File: config.mk
export PLATFORM = sky130hd
export DESIGN_NAME = sensor_capture
export DESIGN_NICKNAME = d
export VERILOG_FILES = /design/src/rtl/sensor_capture.sv
export SDC_FILE = /design/constraint.sdc
export NUM_CORES = 1
export LEC_CHECK = 0
export BUFFER_PORTS_ARGS = -buffer_cell sky130_fd_sc_hd__buf_2
export CAP_MARGIN = 20
export CORE_MARGIN = 1
export CORE_UTILIZATION = 35
export CTS_CLUSTER_SIZE = 14
export DETAILED_ROUTE_END_ITERATION = 10
export PLACE_DENSITY_LB_ADDON = 0.3
export SYNTH_ARGS = -nofsm -noshare
export SYNTH_HDL_FRONTEND = slang
export SYNTH_SLANG_ARGS = --single-unit
File: constraint.sdc
create_clock -name wr_clk -period 2.5 [get_ports wr_clk]
set_input_delay 0.125 -clock wr_clk [delete_from_list [all_inputs] [get_ports wr_clk]]
set_output_delay 0.125 -clock wr_clk [all_outputs]
set_load 0.005 [all_outputs]
File: src/rtl/sensor_capture.sv
// sensor_capture
//   Captures a line/frame-structured sensor stream and turns it into a byte
//   stream for a ring FIFO write port. Each captured frame is followed by a
//   four-byte trailer: A5, 5A, frame number (low byte), status
//   {6'b0, frame_err, line_err}.
//
//   Parameters
//     LINE_PIXELS  pixels per sensor line
//     FRAME_LINES  lines per frame
//     PIX_WIDTH    sensor pixel bus width (>= 8); the 8 MSBs are captured
//
//   Ports
//     wr_clk      single clock, all inputs sampled on the rising edge
//     rst         synchronous active-high reset
//     enable      capture enable
//     fval/lval   sensor frame / line valid
//     pix_data    sensor pixel data
//     wr_en/din   byte strobe and byte to the FIFO write port
//     frame_cnt   completed frame count (wraps)
//     busy        high while a frame or its trailer is in progress
//     frame_done  one-cycle pulse with the last trailer byte
//     err_sticky  set by any line/frame length error, cleared only by rst
//
//   Build option
//     SENSOR_TESTPAT_EN  replaces pixel bytes by a per-frame incrementing
//                        byte counter; timing, trailer and errors unchanged.
module sensor_capture #(
    parameter int LINE_PIXELS = 608,
    parameter int FRAME_LINES = 64,
    parameter int PIX_WIDTH   = 10
) (
    input  logic                 wr_clk,
    input  logic                 rst,
    input  logic                 enable,
    input  logic                 fval,
    input  logic                 lval,
    input  logic [PIX_WIDTH-1:0] pix_data,
    output logic                 wr_en,
    output logic [7:0]           din,
    output logic [15:0]          frame_cnt,
    output logic                 busy,
    output logic                 frame_done,
    output logic                 err_sticky
);

    localparam int PW = $clog2(LINE_PIXELS + 1);
    // One spare count above FRAME_LINES so an extra line is still visible.
    localparam int LW = $clog2(FRAME_LINES + 2);
    localparam logic [PW-1:0] PIX_TARGET  = PW'(LINE_PIXELS);
    localparam logic [LW-1:0] LINE_TARGET = LW'(FRAME_LINES);

    typedef enum logic [1:0] {
        IDLE    = 2'd0,
        ARMED   = 2'd1,
        ACTIVE  = 2'd2,
        TRAILER = 2'd3
    } state_t;

    state_t                 state_q, state_d;
    logic                   fval_q, fval_d;
    logic                   fval_prev_q, fval_prev_d;
    logic                   lval_q, lval_d;
    logic                   lval_prev_q, lval_prev_d;
    logic [PIX_WIDTH-1:0]   pix_q, pix_d;
    logic [1:0]             hist_q, hist_d;
    logic [PW-1:0]          pix_cnt_q, pix_cnt_d;
    logic [LW-1:0]          line_cnt_q, line_cnt_d;
    logic                   line_err_q, line_err_d;
    logic                   frame_err_q, frame_err_d;
    logic [1:0]             trl_cnt_q, trl_cnt_d;
    logic                   wr_en_q, wr_en_d;
    logic [7:0]             din_q, din_d;
    logic [15:0]            frame_cnt_q, frame_cnt_d;
    logic                   busy_q, busy_d;
    logic                   frame_done_q, frame_done_d;
    logic                   err_sticky_q, err_sticky_d;
`ifdef SENSOR_TESTPAT_EN
    logic [7:0]             tp_cnt_q, tp_cnt_d;
`endif

    logic                   fval_rise, fval_fall, lval_fall;
    logic                   unused_pix;

    // Edges are only trusted once both fval_q and fval_prev_q hold real
    // post-reset samples; otherwise a frame already running across reset
    // would look like a fresh rising edge and be captured part-way through.
    always_comb begin
        fval_rise = hist_q[1] &  fval_q & ~fval_prev_q;
        fval_fall = hist_q[1] & ~fval_q &  fval_prev_q;
        lval_fall = hist_q[1] & ~lval_q &  lval_prev_q;
    end

    // Low pixel bits (all bits in test-pattern builds) are deliberately unused.
    always_comb begin
        unused_pix = ^pix_q;
    end

    always_comb begin
        fval_d       = fval;
        lval_d       = lval;
        pix_d        = pix_data;
        fval_prev_d  = fval_q;
        lval_prev_d  = lval_q;
        hist_d       = {hist_q[0], 1'b1};

        state_d      = state_q;
        pix_cnt_d    = pix_cnt_q;
        line_cnt_d   = line_cnt_q;
        line_err_d   = line_err_q;
        frame_err_d  = frame_err_q;
        trl_cnt_d    = trl_cnt_q;
        wr_en_d      = 1'b0;
        din_d        = din_q;
        frame_cnt_d  = frame_cnt_q;
        frame_done_d = 1'b0;
        err_sticky_d = err_sticky_q;
`ifdef SENSOR_TESTPAT_EN
        tp_cnt_d     = tp_cnt_q;
`endif

        unique case (state_q)
            IDLE: begin
                if (enable) begin
                    state_d = ARMED;
                end
            end

            ARMED: begin
                if (fval_rise) begin
                    state_d = ACTIVE;
                end
            end

            ACTIVE: begin
                if (lval_q) begin
                    wr_en_d = 1'b1;
`ifdef SENSOR_TESTPAT_EN
                    din_d    = tp_cnt_q;
                    tp_cnt_d = tp_cnt_q + 8'd1;
`else
                    din_d    = pix_q[PIX_WIDTH-1 -: 8];
`endif
                    if (pix_cnt_q != '1) begin
                        pix_cnt_d = pix_cnt_q + 1'b1;
                    end
                end

                if (lval_fall) begin
                    if (line_cnt_q != '1) begin
                        line_cnt_d = line_cnt_q + 1'b1;
                    end
                    if (pix_cnt_q != PIX_TARGET) begin
                        line_err_d = 1'b1;
                    end
                    pix_cnt_d = '0;
                end

                // line_cnt_d already includes a line ending in this same cycle.
                if (fval_fall) begin
                    state_d   = TRAILER;
                    trl_cnt_d = '0;
                    if (line_cnt_d != LINE_TARGET) begin
                        frame_err_d = 1'b1;
                    end
                end
            end

            TRAILER: begin
                wr_en_d   = 1'b1;
                trl_cnt_d = trl_cnt_q + 2'd1;
                unique case (trl_cnt_q)
                    2'd0:    din_d = 8'hA5;
                    2'd1:    din_d = 8'h5A;
                    2'd2:    din_d = frame_cnt_q[7:0];
                    default: din_d = {6'b0, frame_err_q, line_err_q};
                endcase

                if (trl_cnt_q == 2'd3) begin
                    frame_done_d = 1'b1;
                    frame_cnt_d  = frame_cnt_q + 16'd1;
                    err_sticky_d = err_sticky_q | frame_err_q | line_err_q;
                    state_d      = enable ? ARMED : IDLE;
                    pix_cnt_d    = '0;
                    line_cnt_d   = '0;
                    line_err_d   = 1'b0;
                    frame_err_d  = 1'b0;
                    trl_cnt_d    = '0;
`ifdef SENSOR_TESTPAT_EN
                    tp_cnt_d     = '0;
`endif
                end
            end

            default: begin
                state_d = IDLE;
            end
        endcase

        busy_d = (state_d == ACTIVE) || (state_d == TRAILER);
    end

    always_ff @(posedge wr_clk) begin
        if (rst) begin
            state_q      <= IDLE;
            fval_q       <= 1'b0;
            fval_prev_q  <= 1'b0;
            lval_q       <= 1'b0;
            lval_prev_q  <= 1'b0;
            pix_q        <= '0;
            hist_q       <= '0;
            pix_cnt_q    <= '0;
            line_cnt_q   <= '0;
            line_err_q   <= 1'b0;
            frame_err_q  <= 1'b0;
            trl_cnt_q    <= '0;
            wr_en_q      <= 1'b0;
            din_q        <= '0;
            frame_cnt_q  <= '0;
            busy_q       <= 1'b0;
            frame_done_q <= 1'b0;
            err_sticky_q <= 1'b0;
`ifdef SENSOR_TESTPAT_EN
            tp_cnt_q     <= '0;
`endif
        end else begin
            state_q      <= state_d;
            fval_q       <= fval_d;
            fval_prev_q  <= fval_prev_d;
            lval_q       <= lval_d;
            lval_prev_q  <= lval_prev_d;
            pix_q        <= pix_d;
            hist_q       <= hist_d;
            pix_cnt_q    <= pix_cnt_d;
            line_cnt_q   <= line_cnt_d;
            line_err_q   <= line_err_d;
            frame_err_q  <= frame_err_d;
            trl_cnt_q    <= trl_cnt_d;
            wr_en_q      <= wr_en_d;
            din_q        <= din_d;
            frame_cnt_q  <= frame_cnt_d;
            busy_q       <= busy_d;
            frame_done_q <= frame_done_d;
            err_sticky_q <= err_sticky_d;
`ifdef SENSOR_TESTPAT_EN
            tp_cnt_q     <= tp_cnt_d;
`endif
        end
    end

    assign wr_en      = wr_en_q;
    assign din        = din_q;
    assign frame_cnt  = frame_cnt_q;
    assign busy       = busy_q;
    assign frame_done = frame_done_q;
    assign err_sticky = err_sticky_q;

endmodule

* Yosys cells after proc, flatten, opt, wreduce, memory -nomap -nowiden *
Cells that the tools add are included.

storage, ports and cells
  output and inout bits = 28
  input bits = 15
  bits in registers = 67

cells by class
  bitwise logic cells = 12
  $add $sub $neg = 4
  equality and inequality tests = 20
  muxes and demuxes = 33
  reductions and logical operators = 12

operators with widths
  cell                                           count
  2-to-1 mux 10 bit                              4
  2-to-1 mux 7 bit                               4
  case mux 8 bit (3 select lines)                1
  inequality test 10 bit, second input constant  2
  case mux 10 bit (2 select lines)               1
  adder 16 x 1 -> 16 bit, second input constant  1
  case mux 8 bit (2 select lines)                1
  inequality test 7 bit, second input constant   2
  case mux 7 bit (2 select lines)                1
  == test 2 bit, second input constant           6
  2-to-1 mux 2 bit                               6
  inequality test 2 bit, second input constant   6
  AND reduction 4 bit                            3
  adder 10 x 1 -> 10 bit, second input constant  1
  2-to-1 mux 1 bit                               9
  2-to-1 mux 8 bit                               1
  case mux 2 bit (4 select lines)                1
  AND reduction 2 bit                            4
  adder 7 x 1 -> 7 bit, second input constant    1
  bitwise AND 1 bit                              6
  inequality test 3 bit, second input constant   2
  case mux 1 bit (2 select lines)                3
  == test 2 x 1 -> 1 bit, second input constant  2
  zero test 2 bit                                2
  other kinds (7)                                11

* Logic depth before layout (Yosys ltp) *
Gate-level depths: netlist of the first run.

  word-level depth = 9
  mapped depth = 7
  gate-level depth less buffers = 7

* Worst setup path after synthesis of the first run *
No wires, ideal clock.

  path type = flip-flop to flip-flop
  start = register line_cnt_q[1]
  end = register frame_err_q
  arrival = 1.620 ns
  slack = 0.761 ns
  setup time = 0.120 ns
  stages on the path, launching flop included = 7
  clock period less this slack = 1.739 ns
  cells stage by stage = dfxtp_1 > ha_1 > nand3_2 > or4b_1 > o211ai_1 > a21oi_1 > a211o_1

between the ends
  cells in the longest elaborated chain, start to end = 7

ends and longest elaborated chain
  item                                                           line      RTL
  from (decl)                                                    67        logic [LW-1:0] line_cnt_q, line_cnt_d;
  from (signal assigned)                                         234       line_cnt_q <= line_cnt_d;
  adder 7 x 1 -> 7 bit or inequality test 7 bit (tied branches)  150, 149
  2-to-1 mux 7 bit                                               149       if (line_cnt_q != '1) begin
  2-to-1 mux 7 bit (*)                                           148       if (lval_fall) begin
  2-to-1 mux 7 bit (*)                                           121       unique case (state_q)
  inequality test 7 bit (*)                                      162       if (line_cnt_d != LINE_TARGET) begin
  inequality test 2 bit (no source line) (*)                     n/a
  AND reduction 4 bit (no source line) (*)                       n/a
  to (signal assigned)                                           236       frame_err_q <= frame_err_d;
  to (decl)                                                      69        logic frame_err_q, frame_err_d;

Every way passes the cells marked *; elsewhere a longest branch is shown, timed or not. The select of a mux whose other input is x is not followed.
A chain may end at the register's enable or synchronous reset.

* Worst setup path after layout of the first run *
  start = register trl_cnt_q[0]
  end = register pix_cnt_q[2]

between the ends
  cells in the longest elaborated chain, start to end = 3

ends and longest elaborated chain
  item                                    line  RTL
  from (decl)                             70    logic [1:0] trl_cnt_q, trl_cnt_d;
  from (signal assigned)                  237   trl_cnt_q <= trl_cnt_d;
  == test 2 bit                           178   if (trl_cnt_q == 2'd3) begin
  inequality test 2 bit (no source line)  n/a
  AND reduction 4 bit (no source line)    n/a
  to (signal assigned)                    233   pix_cnt_q <= pix_cnt_d;
  to (decl)                               66    logic [PW-1:0] pix_cnt_q, pix_cnt_d;

No other way between the ends.

==> impl_metrics.tcl, run 1 <==
set metrics [dict create \
    die_w_um 94.2 \
    drc_errors 0 \
    slew-limit-headroom_pct 66.7 \
    yosys_warnings 0 \
    synthArstFlopShare_pct 0 \
    setup_violations 0 \
    pre_cts_ws_ns 0.464 \
    ir_drop_uv 334 \
    detail_route.iter0.violations 96 \
    num_antenna_cells 0 \
    area_growth_pct 20.4 \
    syn_area_um2 2970 \
    cts_setup_buffers 0 \
    clock_tree.buffer_depth 2 \
    holdCritPathClass "input pin to flop" \
    grt_pass1_wl_um 11000 \
    grt_max_degree 32 \
    die-area_um2 8870 \
    setup_tns_ns 0 \
    place.gp.congestion 0.874 \
    ys_ff_latch 64 \
    crit_buf_inv 0 \
    max_freq_mhz 488 \
    numCtsBuffers 9 \
    yosysSeqAreaShare_pct 43.1 \
    nets 415 \
    synthCells 350 \
    io_buffers 40 \
    path_max_fanout 13 \
    drive_above_1_share_pct 16.8 \
    cap_violations 0 \
    clk_pin_slew_ns 0.07 \
    ioPinCount 43 \
    power.density_nw_per_um2 624 \
    hold_start "enable" \
    dpl.hpwl_um 4410 \
    drt_wl_total_um 6520 \
    dieHeight_um 94.2 \
    power_switching_mw 0.472 \
    synth.avg_cell_area_um2 8.50 \
    crit_start "trl_cnt_q[0]$_SDFFE_PP0P_" \
    rsz0062_at_grt "no" \
    post-route-min-period_ns 2.05 \
    fin_crit_sh_pct 82.0 \
    ys_types 51 \
    antenna_found_initial 0 \
    cp.arrival_ns 2.29 \
    fin_ws_ns 0.451 \
    synth_nets 372 \
    tightestPinTransition_ns 0.499 \
    cts_tree "yes" \
    pwr-share-clk_pct 49.9 \
    worstSetupPathType "flop to flop" \
    critPathLaunchType "flop" \
    cts_resized 0 \
    critPathTopFamily "compound AO/OA/AOI/OAI gates" \
    cell_internal_pwr_mw 1.76 \
    via_per_inst 5.07 \
    skew_ns 0.0111 \
    end_kind "flop" \
    num_rows 33 \
    status "finished clean" \
    vias 2550 \
    seqPwrFrac_pct 46.9 \
    swShare_pct 21.1 \
    path_cells "ha_1 -> o211ai_1 -> o21ai_2 -> o21ai_0 -> a31o_1" \
    slowest_stage "ha_1" \
    final_max_slew_viol_count 0 \
    grt.total_usage_pct 16.0 \
    synth_edf_count 0 \
    wire_per_inst_um 13.0 \
    crit_path_max_incr_delay_ns 0.46 \
    final_common_cell "dfxtp_1" \
    grt_pass1_vias 2357 \
    reg2reg_from "trl_cnt_q[0]$_SDFFE_PP0P_" \
    required_ns 2.74 \
    layout_common_cells "64 x dfxtp_1, 49 x nor2_1, 40 x buf_2, 29 x nand2_1, 21 x a21oi_1" \
    htreeDepth 3 \
    ant_nets 0 \
    synth-main-ff-cell "dfxtp_1" \
    hold_viol_final 0 \
    comb_power_share_pct 3.2 \
    clk-insertion-delay-late_ns 0.35 \
    cts-root-buf "clkbuf_8" \
    drt_first_pass_iters 4 \
    clock_sinks 64 \
    hold_buffers 10 \
    p_leak_nw 1.47 \
    start_util_pct 36.2 \
    coreArea_um2 8220 \
    grt-ovfl-total 0 \
]
-- final timing paths --
path                                                   to  slack, ns  cells after the start
worst min register to register       hist_q[1]$_SDFF_PP0_       0.44                      1
worst max register to register  pix_cnt_q[2]$_SDFFE_PP0P_       0.45                      5
worst min-delay path                state_q[0]$_SDFF_PP0_       0.03                      2
worst max-delay path            pix_cnt_q[2]$_SDFFE_PP0P_       0.45                      5
-- flip-flops by register name, indices dropped and copies added (netlist names), 2 cells and up --
signal and count:
din 8, frame_cnt 16, hist_q 2, line_cnt_q 7, pix_cnt_q 10, pix_q 8
trl_cnt_q 2
-- cell usage after synthesis, types with 6 or more instances --
library cell,count,area (um2)
nand3_1,12,60.1
nor2_1,49,184
a211oi_1,7,52.6
ha_1,7,87.6
and3_1,6,37.5
a21oi_1,21,105
clkbuf_1,12,45.0
xor2_1,12,105
inv_1,11,41.3
nor3_1,15,75.1
nand2_1,29,109
o21ai_0,11,55.1
xnor2_1,6,52.6
dfxtp_1,64,1280
nor2b_1,16,100
-- area by class of cell --
cell class                 instances  area (um2)
clock buffer                      10         138
inverter                          11        41.3
fill                             815        4630
sequential                        64        1280
clock inverter                     6         115
tap                              105         131
multi-input combinational        255        1560
timing repair buffer              52         315
-- cell families (layout without fill, tap and decap cells) --
group,count (synthesis),in the layout,synth area share [%]
XOR/XNOR,18,18,5.30
multiplexers,2,2,0.673
AO/OA/AOI/OAI,73,73,16.2
AND/OR/NAND/NOR,155,155,27.4
buffers and inverters,31,79,4.46
flip-flops,64,64,43.1
adder cells (fa/ha/maj),7,7,2.94
-- power groups by stage --
stage               registers [mW]  clock network [mW]  logic (mW)
global route                  1.05                1.19      0.0788
global placement              1.07                   0      0.0585
CTS                           1.05                1.15      0.0712
finish                        1.05                1.12      0.0706
detailed placement            1.07                   0      0.0592
floorplan                     1.06                   0      0.0436
-- metrics by stage --
stage	utilization (%)	power, mW	cell area (um2)	hold slack [ns]	std cells
2_1_floorplan	-	1.11	2970	0.253	350
6_report	43.6	2.23	3580	0.0315	503
3_5_place_dp	39.3	1.13	3230	0.339	477
5_1_grt	43.6	2.32	3580	0.0331	503
4_1_cts	43.6	2.27	3580	0.0217	503
3_3_place_gp	39.3	1.13	3230	0.332	477
-- worst reg2reg max path: stages (launching register included) --
cell and delay (ns):
dfxtp_1 0.42, ha_1 0.46, o211ai_1 0.21, o21ai_2 0.46, o21ai_0 0.17, a31o_1 0.24
-- per-layer routing --
layer,wire length [um],GRT usage [%],vias up
li1,-,-,1320
met1,3200,20.5,1177
met2,3010,24.9,44
met5,0,0,-
met3,215,4.69,9
met4,84,6.41,0
Power figures use the tool's default switching activity.
==> run 2: changes to the inputs <==
==> constraint.sdc (replaced) <==
create_clock -name wr_clk -period 1.8 [get_ports wr_clk]
set_input_delay 0.09 -clock wr_clk [delete_from_list [all_inputs] [get_ports wr_clk]]
set_output_delay 0.09 -clock wr_clk [all_outputs]
set_load 0.005 [all_outputs]
==> impl_metrics.tcl, run 2 (synthesis results as in run 1) <==
set metrics [dict create \
    num_rows 33 \
    wire_per_inst_um 13.1 \
    dieHeight_um 94.2 \
    grt_pass1_vias 2346 \
    critPathTopFamily "simple AND/OR/NAND/NOR gates" \
    num_antenna_cells 0 \
    cap_violations 0 \
    worstSetupPathType "flop to flop" \
    ioPinCount 43 \
    crit_buf_inv 0 \
    start_util_pct 36.2 \
    ir_drop_uv 404 \
    die-area_um2 8870 \
    required_ns 2.02 \
    io_buffers 40 \
    reg2reg_slack_ns 0.08 \
    cts_tree "yes" \
    setup_violations 0 \
    slew-limit-headroom_pct 71.1 \
    post-route-min-period_ns 1.72 \
    rsz0062_at_grt "no" \
    final_cells 524 \
    fin_crit_sh_pct 95.3 \
    slowest_stage "or4b_1" \
    htreeDepth 3 \
    met2_length_um 3260 \
    skew_ns 0.00944 \
    largest_reg_flops 16 \
    detail_route.iter0.violations 151 \
    grt.total_usage_pct 15.9 \
    clock_tree.buffer_depth 2 \
    hold_viol_final 0 \
    drive_above_1_share_pct 23.6 \
    grt_pass1_wl_um 10900 \
    clk_pin_slew_ns 0.07 \
    antenna_found_initial 0 \
    topRoutingLayerUsed "met4" \
    place.gp.congestion 0.786 \
    vias 2656 \
    drc_errors 0 \
    fin_util_pct 45.9 \
    power.density_nw_per_um2 756 \
    cp.arrival_ns 1.94 \
    drt_first_pass_iters 4 \
    path_cells "ha_1 -> nand3_2 -> or4b_1 -> o211ai_1 -> a21oi_1 -> a211o_1" \
    grt_max_degree 24 \
    cts-root-buf "clkbuf_8" \
    layout_common_cells "61 x dfxtp_1, 49 x nor2_1, 40 x buf_2, 29 x nand2_1, 23 x buf_4" \
    p_leak_nw 1.56 \
    setup_tns_ns 0 \
    drt_wl_total_um 6840 \
    final_common_cell "dfxtp_1" \
    via_per_inst 5.07 \
    crit_path_max_incr_delay_ns 0.50 \
    nets 437 \
    critPathLaunchType "flop" \
    clock_sinks 64 \
    hold-worst-slack_ns 0.127 \
    clk-insertion-delay-late_ns 0.34 \
    die_w_um 94.2 \
    dr_wl_met3_um 198 \
    status "finished clean" \
    dpl.hpwl_um 4640 \
    numCtsBuffers 9 \
    grt-ovfl-total 0 \
    wl_met1_um 3360 \
    end_kind "flop" \
    tightestPinTransition_ns 0.431 \
    holdCritPathClass "input pin to flop" \
    path_max_fanout 6 \
    max_freq_mhz 583 \
    area_growth_pct 26.7 \
    coreArea_um2 8220 \
    ant_nets 0 \
    final_max_slew_viol_count 0 \
    dp.cells 496 \
]
==> run 2: timing repair <==
action,4_1_cts,5_1_grt
gates resized for setup,1,15
hold buffers,11,0
pin swaps,0,3
endpoints found under the hold margin,11,0
endpoints found under the setup margin,4,17
setup buffers,0,2
==> run 2: layer usage <==
metal | global-route usage (%) | vias up
li1 | - | 1364
met1 | 20.2 | 1246
met2 | 25.5 | 44
met3 | 5.10 | 2
met4 | 5.00 | 0
met5 | 0 | -
==> run 2: worst reg2reg max path: cells and delay by family, from the launching register on <==
family	cells	cell delay (ns)
flops	1	0.34
compound gates	3	0.40
simple gates	2	0.67
fa+ha+maj	1	0.19
==> run 2: path summary, 6_finish.rpt <==
path                              start                        to  cells past startpoint
max          line_cnt_q[0]$_SDFFE_PP0P_  frame_err_q$_SDFFE_PP0P_                      6
min                                 rst       din[1]$_SDFFE_PP0P_                      2
max reg2reg  line_cnt_q[0]$_SDFFE_PP0P_  frame_err_q$_SDFFE_PP0P_                      6
min reg2reg           hist_q[0]$_DFF_P_      hist_q[1]$_SDFF_PP0_                      1
==> run 2: stage by stage <==
step	instance area (um2)	power, mW	setup WS, ns
floorplan	2970	1.54	0.0607
global placement	3370	1.57	0.0722
detailed placement	3370	1.58	-0.00334
CTS	3690	2.88	0.0107
global route	3770	2.96	0.000489
finish	3770	2.85	0.0838
==> run 2: cell type report <==
| cell class | count | area, um2 |
|---|---|---|
| Clock buffer | 12 | 165 |
| Clock inverter | 3 | 40.0 |
| Fill cell | 802 | 4450 |
| Inverter | 11 | 41.3 |
| Multi-Input combinational cell | 255 | 1620 |
| Sequential cell | 64 | 1280 |
| Tap cell | 105 | 131 |
| Timing Repair Buffer | 74 | 483 |
==> run 2: report_power, final <==
group | internal (mW) | switching [mW]
Combinational | 0.0553 | 0.0559
Clock | 0.741 | 0.544
Sequential | 1.44 | 0.0168
==> run 3: changes to the inputs <==
--- a/config.mk
+++ b/config.mk
@@ -8,7 +8,7 @@
 export BUFFER_PORTS_ARGS = -buffer_cell sky130_fd_sc_hd__buf_2
 export CAP_MARGIN = 20
 export CORE_MARGIN = 1
-export CORE_UTILIZATION = 35
+export CORE_UTILIZATION = 45
 export CTS_CLUSTER_SIZE = 14
 export DETAILED_ROUTE_END_ITERATION = 10
 export PLACE_DENSITY_LB_ADDON = 0.3
==> impl_metrics.tcl, run 3 (synthesis results as in run 1) <==
set metrics [dict create \
    status "finished clean" \
    io_buffers 40 \
    vias 2682 \
    path_cells "ha_4 -> nand4_4 -> nor4_4 -> buf_4 -> o21ai_4 -> buf_4 -> a31oi_1 -> a21oi_1" \
    max_freq_mhz 579 \
    coreArea_um2 6350 \
    clock_sinks 64 \
    slowest_stage "dfxtp_4" \
    antenna_found_initial 0 \
    drt_first_pass_iters 5 \
    reg2reg_slack_ns 0.07 \
    numCtsBuffers 9 \
    setup_tns_ns 0 \
    nets 439 \
    final_max_slew_viol_count 0 \
    cts_tree "yes" \
    rsz0062_at_grt "yes" \
    reg2reg_from "pix_cnt_q[0]$_SDFFE_PP0P_" \
    grt-ovfl-total 0 \
    p_leak_nw 1.60 \
    swShare_pct 21.1 \
    die-area_um2 6940 \
    path_max_fanout 5 \
    hold_start "rst" \
    pwr-share-clk_pct 49.7 \
    critPathLaunchType "flop" \
    min_to "din[1]$_SDFFE_PP0P_" \
    area_growth_pct 27.3 \
    fin_area_um2 3790 \
    die_w_um 83.3 \
    end_kind "flop" \
    grt_pass1_wl_um 11500 \
    dieHeight_um 83.3 \
    power_mw 3.11 \
    r2r-end "pix_cnt_q[8]$_SDFFE_PP0P_" \
    holdCritPathClass "input pin to flop" \
    cap_violations 0 \
    cell_internal_pwr_mw 2.45 \
    drive_above_1_share_pct 23.2 \
    clk_pin_slew_ns 0.08 \
    comb_power_share_pct 3.7 \
    grt.total_usage_pct 20.5 \
    clock_tree.buffer_depth 2 \
    fin_crit_sh_pct 96.0 \
    worst_r2r_path_depth 8 \
    power.density_nw_per_um2 821 \
    path_common_cell "buf_4" \
    slew-limit-headroom_pct 62.4 \
    wire_per_inst_um 13.7 \
    clk-insertion-delay-late_ns 0.34 \
    num_rows 29 \
    power_switching_mw 0.655 \
    ant_nets 0 \
    skew_ns 0.00996 \
    drt_wl_total_um 6840 \
    grt_max_degree 27 \
    setup_violations 0 \
    drc_errors 0 \
    hold-worst-slack_ns 0.133 \
    layout_common_cells "60 x dfxtp_1, 49 x nor2_1, 40 x buf_2, 29 x nand2_1, 24 x buf_4" \
    largest_reg_flops 16 \
    tightestPinTransition_ns 0.561 \
    final_common_cell "dfxtp_1" \
    start_util_pct 46.8 \
    place.gp.congestion 0.849 \
    num_antenna_cells 0 \
    num-fill-cells 544 \
    via_per_inst 5.37 \
    post-route-min-period_ns 1.73 \
    ioPinCount 43 \
    cts-root-buf "clkbuf_8" \
    htreeDepth 3 \
    dpl.hpwl_um 4580 \
    worstSetupPathType "flop to flop" \
    hold_viol_final 0 \
    crit_path_max_incr_delay_ns 0.37 \
    detail_route.iter0.violations 120 \
    ir_drop_uv 670 \
    holdPathStages 2 \
    dpl_cell_area_um2 3330 \
    required_ns 2.01 \
    fin_util_pct 59.6 \
    cp.arrival_ns 1.94 \
    grt_pass1_vias 2491 \
    seqPwrFrac_pct 46.6 \
]
run 3: power groups by stage:
stage	sequential (mW)	clock, mW	combinational, mW
after floorplan	1.48	0	0.0606
after global placement	1.48	0	0.0921
after detailed placement	1.48	0	0.0937
after CTS	1.45	1.57	0.113
after global routing	1.45	1.65	0.127
final	1.45	1.55	0.115
run 3: stage by stage:
stage | worst slack (ns) | std cells
4_1_cts | 0.0157 | 494
6_report | 0.0721 | 499
5_1_grt | -0.0404 | 499
3_3_place_gp | 0.0728 | 467
2_1_floorplan | 0.0607 | 350
3_5_place_dp | 0.0329 | 467
run 3: final cells by class:
cell class / count / area [um2] / area share [%]
tap: 77 / 96.3 / 2.54
inverter: 11 / 41.3 / 1.09
clock inverter: 6 / 115 / 3.04
timing repair buffer: 75 / 490 / 13.0
sequential: 64 / 1290 / 34.0
clock buffer: 10 / 138 / 3.64
multi-input combinational: 256 / 1620 / 42.7
run 3: worst max-delay path by stage:
stage                                           from                   endpoint  slack, ns  cells after the start
final                      pix_cnt_q[0]$_SDFFE_PP0P_  pix_cnt_q[8]$_SDFFE_PP0P_       0.07                      8
after global routing       pix_cnt_q[1]$_SDFFE_PP0P_  pix_cnt_q[8]$_SDFFE_PP0P_      -0.04                      8
after CTS                  pix_cnt_q[0]$_SDFFE_PP0P_  pix_cnt_q[8]$_SDFFE_PP0P_       0.02                      7
after detailed placement   pix_cnt_q[0]$_SDFFE_PP0P_  pix_cnt_q[4]$_SDFFE_PP0P_       0.03                      6
after global placement     pix_cnt_q[0]$_SDFFE_PP0P_  pix_cnt_q[8]$_SDFFE_PP0P_       0.07                      7
after floorplan           line_cnt_q[1]$_SDFFE_PP0P_   frame_err_q$_SDFFE_PP0P_       0.06                      6
run 3: critical path: cells and delay by family, from the launching register on:
family	cells	cell delay [ns]
AOI/OAI and AO/OA	3	0.30
adders and majority gates	1	0.15
buffers and inverters	2	0.36
DFF	1	0.37
and+or+nand+nor	2	0.43
run 3: routing by layer:
| layer | vias up | wire length, um | GRT usage [%] |
|---|---|---|---|
| li1 | 1363 | - | - |
| met1 | 1261 | 3260 | 27.2 |
| met2 | 45 | 3260 | 32.3 |
| met3 | 13 | 190 | 3.88 |
| met4 | 0 | 131 | 9.25 |
| met5 | - | 0 | 0 |
run 3: timing repair:
item | in CTS | in global routing
endpoints found under the hold margin | 11 | 0
endpoints found under the setup margin | 0 | 14
hold buffers | 11 | 0
setup buffers | 0 | 4
gates resized for setup | 0 | 13
